==> src/rtl/ibex_register_file_l1cache.sv <==
`timescale 1ns/1ps
// Two-level register file: a small fully-associative L1 of recently used
// registers in front of a flop-based L2 that holds every architectural register.
// Misses stall the core while a single FSM writes back, fetches or allocates.
module ibex_register_file_l1cache #(
  parameter bit          RV32E     = 1'b0,
  parameter int unsigned DataWidth = 32,
  parameter int unsigned L1Entries = 4,
  parameter int unsigned L2Latency = 1
) (
  input  logic                 clk_i,
  input  logic                 rst_i,
  input  logic [4:0]           raddr_a_i,
  input  logic                 rd_a_en_i,
  output logic [DataWidth-1:0] rdata_a_o,
  input  logic [4:0]           raddr_b_i,
  input  logic                 rd_b_en_i,
  output logic [DataWidth-1:0] rdata_b_o,
  input  logic [4:0]           waddr_a_i,
  input  logic [DataWidth-1:0] wdata_a_i,
  input  logic                 we_a_i,
  output logic                 stall_o,
  output logic                 l2_fetch_o
);

  localparam int unsigned ADDR_WIDTH = RV32E ? 4 : 5;
  localparam int unsigned NUM_WORDS  = 2 ** ADDR_WIDTH;
  localparam int unsigned IDX_W      = $clog2(L1Entries);
  localparam int unsigned CNT_W      = 2;

  localparam logic [2:0] S_IDLE  = 3'd0;
  localparam logic [2:0] S_WB    = 3'd1;
  localparam logic [2:0] S_FETCH = 3'd2;
  localparam logic [2:0] S_WAIT  = 3'd3;
  localparam logic [2:0] S_ALLOC = 3'd4;

  typedef logic [L1Entries-1:0][IDX_W-1:0] rank_t;

  if (L1Entries < 3 || L1Entries > 16) begin : gen_bad_l1entries
    $error("ibex_register_file_l1cache: L1Entries must be within 3..16");
  end
  if (L2Latency < 1 || L2Latency > 4) begin : gen_bad_l2latency
    $error("ibex_register_file_l1cache: L2Latency must be within 1..4");
  end

  // Entry rank: 0 is least recently used, L1Entries-1 is most recently used.
  function automatic rank_t touch(input rank_t r, input logic [IDX_W-1:0] e);
    rank_t o;
    o = r;
    for (int i = 0; i < L1Entries; i++) begin
      if (r[i] > r[e]) o[i] = r[i] - IDX_W'(1);
    end
    o[e] = IDX_W'(L1Entries - 1);
    return o;
  endfunction

  logic [2:0]            state_q, state_d;
  logic [ADDR_WIDTH-1:0] target_q, target_d;
  logic [IDX_W-1:0]      victim_q, victim_d;
  logic                  is_write_q, is_write_d;
  logic [CNT_W-1:0]      cnt_q, cnt_d;
  logic [DataWidth-1:0]  l2_rdata_q, l2_rdata_d;
  logic [L1Entries-1:0]  valid_q, valid_d, dirty_q, dirty_d;
  rank_t                 rank_q, rank_d;
  logic [ADDR_WIDTH-1:0] tag_q  [L1Entries];
  logic [ADDR_WIDTH-1:0] tag_d  [L1Entries];
  logic [DataWidth-1:0]  data_q [L1Entries];
  logic [DataWidth-1:0]  data_d [L1Entries];
  logic [DataWidth-1:0]  l2_q   [NUM_WORDS];
  logic [DataWidth-1:0]  l2_d   [NUM_WORDS];

  logic [ADDR_WIDTH-1:0] addr_a, addr_b, addr_w;
  logic                  nz_a, nz_b, nz_w;
  logic [L1Entries-1:0]  match_a, match_b, match_w, excl;
  logic [IDX_W-1:0]      idx_a, idx_b, idx_w, victim_sel;
  logic                  miss_a, miss_b, miss_w, miss_any;
  logic                  do_fill;
  logic [DataWidth-1:0]  fill_data;
  logic                  unused_addr_msb;

  // In RV32E mode the top address bit is simply not looked at.
  assign addr_a = raddr_a_i[ADDR_WIDTH-1:0];
  assign addr_b = raddr_b_i[ADDR_WIDTH-1:0];
  assign addr_w = waddr_a_i[ADDR_WIDTH-1:0];
  assign unused_addr_msb = raddr_a_i[4] ^ raddr_b_i[4] ^ waddr_a_i[4];
  assign nz_a = (addr_a != '0);
  assign nz_b = (addr_b != '0);
  assign nz_w = (addr_w != '0);

  for (genvar gi = 0; gi < L1Entries; gi++) begin : gen_match
    assign match_a[gi] = valid_q[gi] && (tag_q[gi] == addr_a);
    assign match_b[gi] = valid_q[gi] && (tag_q[gi] == addr_b);
    assign match_w[gi] = valid_q[gi] && (tag_q[gi] == addr_w);
    // Entries the current reads still need must never be chosen as victims.
    assign excl[gi]    = (rd_a_en_i && match_a[gi]) || (rd_b_en_i && match_b[gi]);
  end

  // x0 and disabled ports always hit; writes to x0 never allocate.
  assign miss_a   = rd_a_en_i && nz_a && !(|match_a);
  assign miss_b   = rd_b_en_i && nz_b && !(|match_b);
  assign miss_w   = we_a_i && nz_w && !(|match_w);
  assign miss_any = miss_a || miss_b || miss_w;

  assign stall_o    = !rst_i && ((state_q != S_IDLE) || miss_any);
  assign l2_fetch_o = !rst_i && (state_q == S_FETCH);

  // Encode hit indices and drive read data straight from the matching entry.
  always_comb begin
    idx_a     = '0;
    idx_b     = '0;
    idx_w     = '0;
    rdata_a_o = '0;
    rdata_b_o = '0;
    for (int i = 0; i < L1Entries; i++) begin
      if (match_a[i]) idx_a = IDX_W'(i);
      if (match_b[i]) idx_b = IDX_W'(i);
      if (match_w[i]) idx_w = IDX_W'(i);
      if (match_a[i] && nz_a) rdata_a_o = rdata_a_o | data_q[i];
      if (match_b[i] && nz_b) rdata_b_o = rdata_b_o | data_q[i];
    end
  end

  // Victim: first free unexcluded entry, otherwise the unexcluded entry of lowest rank.
  always_comb begin
    logic             found_free;
    logic             found_lru;
    logic [IDX_W-1:0] best_rank;
    found_free = 1'b0;
    found_lru  = 1'b0;
    best_rank  = '0;
    victim_sel = '0;
    for (int i = 0; i < L1Entries; i++) begin
      if (!found_free && !valid_q[i] && !excl[i]) begin
        victim_sel = IDX_W'(i);
        found_free = 1'b1;
      end
    end
    if (!found_free) begin
      for (int i = 0; i < L1Entries; i++) begin
        if (!excl[i] && (!found_lru || rank_q[i] < best_rank)) begin
          victim_sel = IDX_W'(i);
          best_rank  = rank_q[i];
          found_lru  = 1'b1;
        end
      end
    end
  end

  // Next state: dispatch one miss (A, then B, then W), or commit hits and refresh LRU.
  always_comb begin
    state_d    = state_q;
    target_d   = target_q;
    victim_d   = victim_q;
    is_write_d = is_write_q;
    cnt_d      = cnt_q;
    l2_rdata_d = l2_rdata_q;
    valid_d    = valid_q;
    dirty_d    = dirty_q;
    rank_d     = rank_q;
    tag_d      = tag_q;
    data_d     = data_q;
    l2_d       = l2_q;
    do_fill    = 1'b0;
    fill_data  = '0;
    case (state_q)
      S_IDLE: begin
        if (miss_any) begin
          target_d   = miss_a ? addr_a : (miss_b ? addr_b : addr_w);
          is_write_d = !miss_a && !miss_b;
          victim_d   = victim_sel;
          if (valid_q[victim_sel] && dirty_q[victim_sel]) state_d = S_WB;
          else if (!miss_a && !miss_b)                      state_d = S_ALLOC;
          else                                              state_d = S_FETCH;
        end else begin
          if (rd_a_en_i && nz_a) rank_d = touch(rank_d, idx_a);
          if (rd_b_en_i && nz_b) rank_d = touch(rank_d, idx_b);
          if (we_a_i && nz_w) begin
            data_d[idx_w]  = wdata_a_i;
            dirty_d[idx_w] = 1'b1;
            rank_d         = touch(rank_d, idx_w);
          end
        end
      end
      S_WB: begin
        l2_d[tag_q[victim_q]] = data_q[victim_q];
        dirty_d[victim_q]     = 1'b0;
        state_d               = is_write_q ? S_ALLOC : S_FETCH;
      end
      S_FETCH: begin
        l2_rdata_d = l2_q[target_q];
        cnt_d      = '0;
        state_d    = S_WAIT;
      end
      S_WAIT: begin
        if (cnt_q == CNT_W'(L2Latency - 1)) begin
          do_fill   = 1'b1;
          fill_data = l2_rdata_q;
          state_d   = S_IDLE;
        end else begin
          cnt_d = cnt_q + CNT_W'(1);
        end
      end
      S_ALLOC: begin
        do_fill = 1'b1;
        state_d = S_IDLE;
      end
      default: state_d = S_IDLE;
    endcase
    if (do_fill) begin
      valid_d[victim_q] = 1'b1;
      dirty_d[victim_q] = 1'b0;
      tag_d[victim_q]   = target_q;
      data_d[victim_q]  = fill_data;
      rank_d            = touch(rank_d, victim_q);
    end
  end

  // State registers; reset empties L1, zeroes L2 and abandons any miss in flight.
  always_ff @(posedge clk_i) begin
    if (rst_i) begin
      state_q    <= S_IDLE;
      target_q   <= '0;
      victim_q   <= '0;
      is_write_q <= 1'b0;
      cnt_q      <= '0;
      l2_rdata_q <= '0;
      valid_q    <= '0;
      dirty_q    <= '0;
      for (int i = 0; i < L1Entries; i++) begin
        rank_q[i] <= IDX_W'(i);
        tag_q[i]  <= '0;
        data_q[i] <= '0;
      end
      for (int i = 0; i < NUM_WORDS; i++) l2_q[i] <= '0;
    end else begin
      state_q    <= state_d;
      target_q   <= target_d;
      victim_q   <= victim_d;
      is_write_q <= is_write_d;
      cnt_q      <= cnt_d;
      l2_rdata_q <= l2_rdata_d;
      valid_q    <= valid_d;
      dirty_q    <= dirty_d;
      rank_q     <= rank_d;
      tag_q      <= tag_d;
      data_q     <= data_d;
      l2_q       <= l2_d;
    end
  end

endmodule
==> config.mk <==
export PLATFORM = sky130hd
export DESIGN_NAME = ibex_register_file_l1cache
export DESIGN_NICKNAME = d
export VERILOG_FILES = /design/src/rtl/ibex_register_file_l1cache.sv
export SDC_FILE = /design/constraint.sdc
export NUM_CORES = 2
export LEC_CHECK = 0
export BUFFER_PORTS_ARGS = -buffer_cell sky130_fd_sc_hd__buf_2
export CORE_MARGIN = 1.5
export CORE_UTILIZATION = 30
export DETAILED_ROUTE_END_ITERATION = 7
export PLACE_DENSITY = 0.51
export SYNTH_ARGS = -nofsm -noshare
export SYNTH_HDL_FRONTEND = slang
export SYNTH_SLANG_ARGS = --single-unit
==> constraint.sdc <==
create_clock -name clk_i -period 16.3 [get_ports clk_i]
set_input_delay 4.89 -clock clk_i [delete_from_list [all_inputs] [get_ports clk_i]]
set_output_delay 4.89 -clock clk_i [all_outputs]
set_load 0.02 [all_outputs]
==> metrics <==
H-Tree Depth=4; CP peak stage delay=just under 0.6 ns; crit path time final=13.53 ns; total CTS buffers=between 100 and 150; predominant post-synthesis flop cell=dfxtp_1; area grow syn2layout=11.7%; Max clock buf depth=3; max_cap viols=0; cell with the largest stage delay on the worst path=o21ai_0; CTS tree=yes; Max VDD drop=between 0.1 and 0.15 mV; post-synthesis cell area=approximately 58,000 um2; post-synth cell types=100; sequential element share of the synthesized area=between 40% and 50%; Top Ports=approximately 120; relative slew slack=19.3%; post-CTS setup buffer count=0; Worst Hold Class=flop to flop; final WL=199 mm; Fin Setup TNS=0 ns; Pwr Density=122 nW/um2; Initial Util=30.3%; Die Height=442 um; Synth top area share=42.8%; Crit Path Class=primary input to flop; Critical Path Source Type=primary input; Syn Inst Count=between 6k and 7k; Leak=20.9 nW; drt wl/cell=between 20 and 25 um; WHS=0.450 ns; Non-Filler Instances=9,076; depth of the worst register-to-register path=38; Slew Viols, Final=0; CTS resizes=0; Synth Warn #=0; setup violators final=0; Avg Cell Area, Syn=8.53 um2; Routability Congestion=0.841; Max Clk Rate=~74 MHz; unrepaired setup endpoints after global routing=false; row count=160; CTS root buf=clkbuf_16; core region area=~190,000 um2; Worst Skew=0.0411 ns; flops & latches, synth=between 1k and 1.5k; layout cells sized above 1=between 10% and 20%; initial antenna violation count=2; Tcrit/Tclk final=83.0%; GR Util All Layers=19.9%; DRC viols=0; maximum number of pins on one net before global-route repair=around 220; global-route wire length before repair=around 300 mm; Cells on Worst Hold Path=2; worst skew pair latency=0.80 ns; DR pass1 iterations=6; Net Count, Synth=around 6.8k; post-cts hold buffer count=0; nets=between 6k and 7k; Iteration-0 DRC Markers=around 4.6k; CP endpoint kind=flop; vias per inst=about 5.4; overflow left after global routing=0; DRT antenna net count=0; status=complete, no violations; die area=a little under 200,000 um2; worst-path fanout max=13; die width=442 um; Clock transition at path regs=approximately 0.06 ns; vias in the first global route=46.8k; Sink Count=1,233; Least-Margin Pin Slew=about 1.2 ns; Final Hold Viols=0; dominant cells by area after synthesis=dfxtp_1 43%, nand2_1 14%, mux4_2 14%, a21oi_1 10%, clkbuf_1 3.9%; port buffer count=around 120; Arr. time, crit path=14.23 ns; cell taking the most area after synthesis=dfxtp_1; Post-synth ARST share=0%; CP required=roughly 17 ns; Post-DP HPWL=between 100 and 150 mm; Post-synth EDFFs=0; fill cell count=19.5k; placed insts=roughly 8.8k; DR vias=49.2k
-- kinds of logic (layout without fill, tap and decap cells) --
| kind of cell | Yosys count | count (layout) | share of synthesized area (%) |
|---|---|---|---|
| AOI/OAI and AO/OA | 1650 | 1650 | 16.4 |
| DFF | 1233 | 1233 | 42.8 |
| and+or+nand+nor | 2561 | 2561 | 17.5 |
| buffers and inverters | 688 | 485 | 4.61 |
| xor gates and xnor gates | 69 | 69 | 1.05 |
| adders and majority gates | 26 | 26 | 0.560 |
| other | 0 | 3 | 0 |
| muxes | 538 | 538 | 17.1 |
-- cell type report --
class | count | area [um2] | share of cell area [%]
Sequential cell | 1233 | 24700 | 38.3
Antenna cell | 3 | 7.51 | 0.0116
Timing Repair Buffer | 222 | 1410 | 2.19
Clock buffer | 196 | 3920 | 6.08
Multi-Input combinational cell | 4844 | 30600 | 47.4
Tap cell | 2511 | 3140 | 4.88
Clock inverter | 41 | 591 | 0.916
Inverter | 26 | 97.6 | 0.151
-- registers in the layout, summed over array words and instances (netlist names) --
signal	cells
cnt_q	2
data_q	128
dirty_q	4
is_write_q	1
l2_q	1024
l2_rdata_q	32
rank_q	8
state_q	3
tag_q	20
target_q	5
valid_q	4
victim_q	2
-- final timing paths --
| check | from | end | slack (ns) |
|---|---|---|---|
| worst min register to register | l2_q[933]$_SDFFE_PP0P_ | l2_q[933]$_SDFFE_PP0P_ | 0.45 |
| worst max register to register | tag_q[11]$_SDFFE_PP0P_ | rank_q[3]$_SDFF_PP0_ | 6.54 |
| worst min-delay path | l2_q[933]$_SDFFE_PP0P_ | l2_q[933]$_SDFFE_PP0P_ | 0.45 |
| worst max-delay path | raddr_a_i[4] | rank_q[3]$_SDFF_PP0_ | 2.77 |
-- report_power, final --
part	switching (mW)	total, mW	internal, mW
sequential	0.132	3.22	3.08
combinational	1.02	1.49	0.475
clock	1.33	3.15	1.83
total	2.47	7.86	5.38
-- layer usage --
layer / track usage (%) / wire length, um
met1: 26.6 / 87200
met2: 33.1 / 95000
met3: 3.04 / 12500
met4: 5.76 / 4520
met5: 0 / 19
-- layout by cell type (no fill, tap or decap), types with 12 or more instances in the layout --
master / netlist / final
nand4_1: 13 / 13
xnor2_1: 33 / 33
buf_2: 23 / 116
dfxtp_1: 1233 / 1226
o21ai_0: 26 / 26
a211oi_1: 166 / 166
and3_1: 14 / 12
mux2i_1: 175 / 175
clkbuf_1: 603 / 33
nor2_2: 1 / 12
mux4_2: 357 / 357
inv_1: 24 / 24
nor3_1: 29 / 28
clkinv_2: 0 / 17
xor2_1: 36 / 36
a21oi_1: 1210 / 1210
a22oi_1: 133 / 133
ha_1: 25 / 25
buf_4: 1 / 103
nor2_1: 159 / 126
o21ai_1: 14 / 14
nand2_1: 2226 / 2225
nor2_4: 1 / 23
or2_2: 20 / 20
clkbuf_16: 0 / 138
and2_1: 10 / 12
clkbuf_8: 0 / 25
nand3_1: 22 / 20
-- Yosys cell counts (all sizes together), types with 8 or more instances --
library cell     n
a211oi         167
a21oi         1210
a22oi          133
a31oi            8
and2            13
and3            14
buf             59
clkbuf         603
dfxtp         1233
ha              25
inv             26
mux2i          177
mux4           357
nand2         2226
nand3           22
nand4           15
nor2           161
nor2b            9
nor3            34
nor4            14
o21ai           43
o31ai           10
or2             22
xnor2           33
xor2            36
-- critical path: cells and delay by family --
family                     cells  cell delay (ns)
buffers and inverters          2             0.33
and+or+nand+nor               13             2.79
AOI/OAI and AO/OA             13             3.81
adders and majority gates      4             1.38
muxes                          2             0.81
xor gates and xnor gates       2             0.22
-- metrics by stage --
step / cell area (um2) / worst slack [ns] / power (mW) / utilization, %
after CTS: 64400 / 2.91 / 7.91 / 33.8
after floorplan: 57700 / 3.53 / 4.32 / -
final: 64400 / 2.77 / 7.86 / 33.8
after global placement: 59900 / 2.26 / 4.74 / 31.4
after global routing: 64400 / 2.11 / 8.16 / 33.8
after detailed placement: 59900 / 2.12 / 4.76 / 31.4
Power figures use the tool's default switching activity.
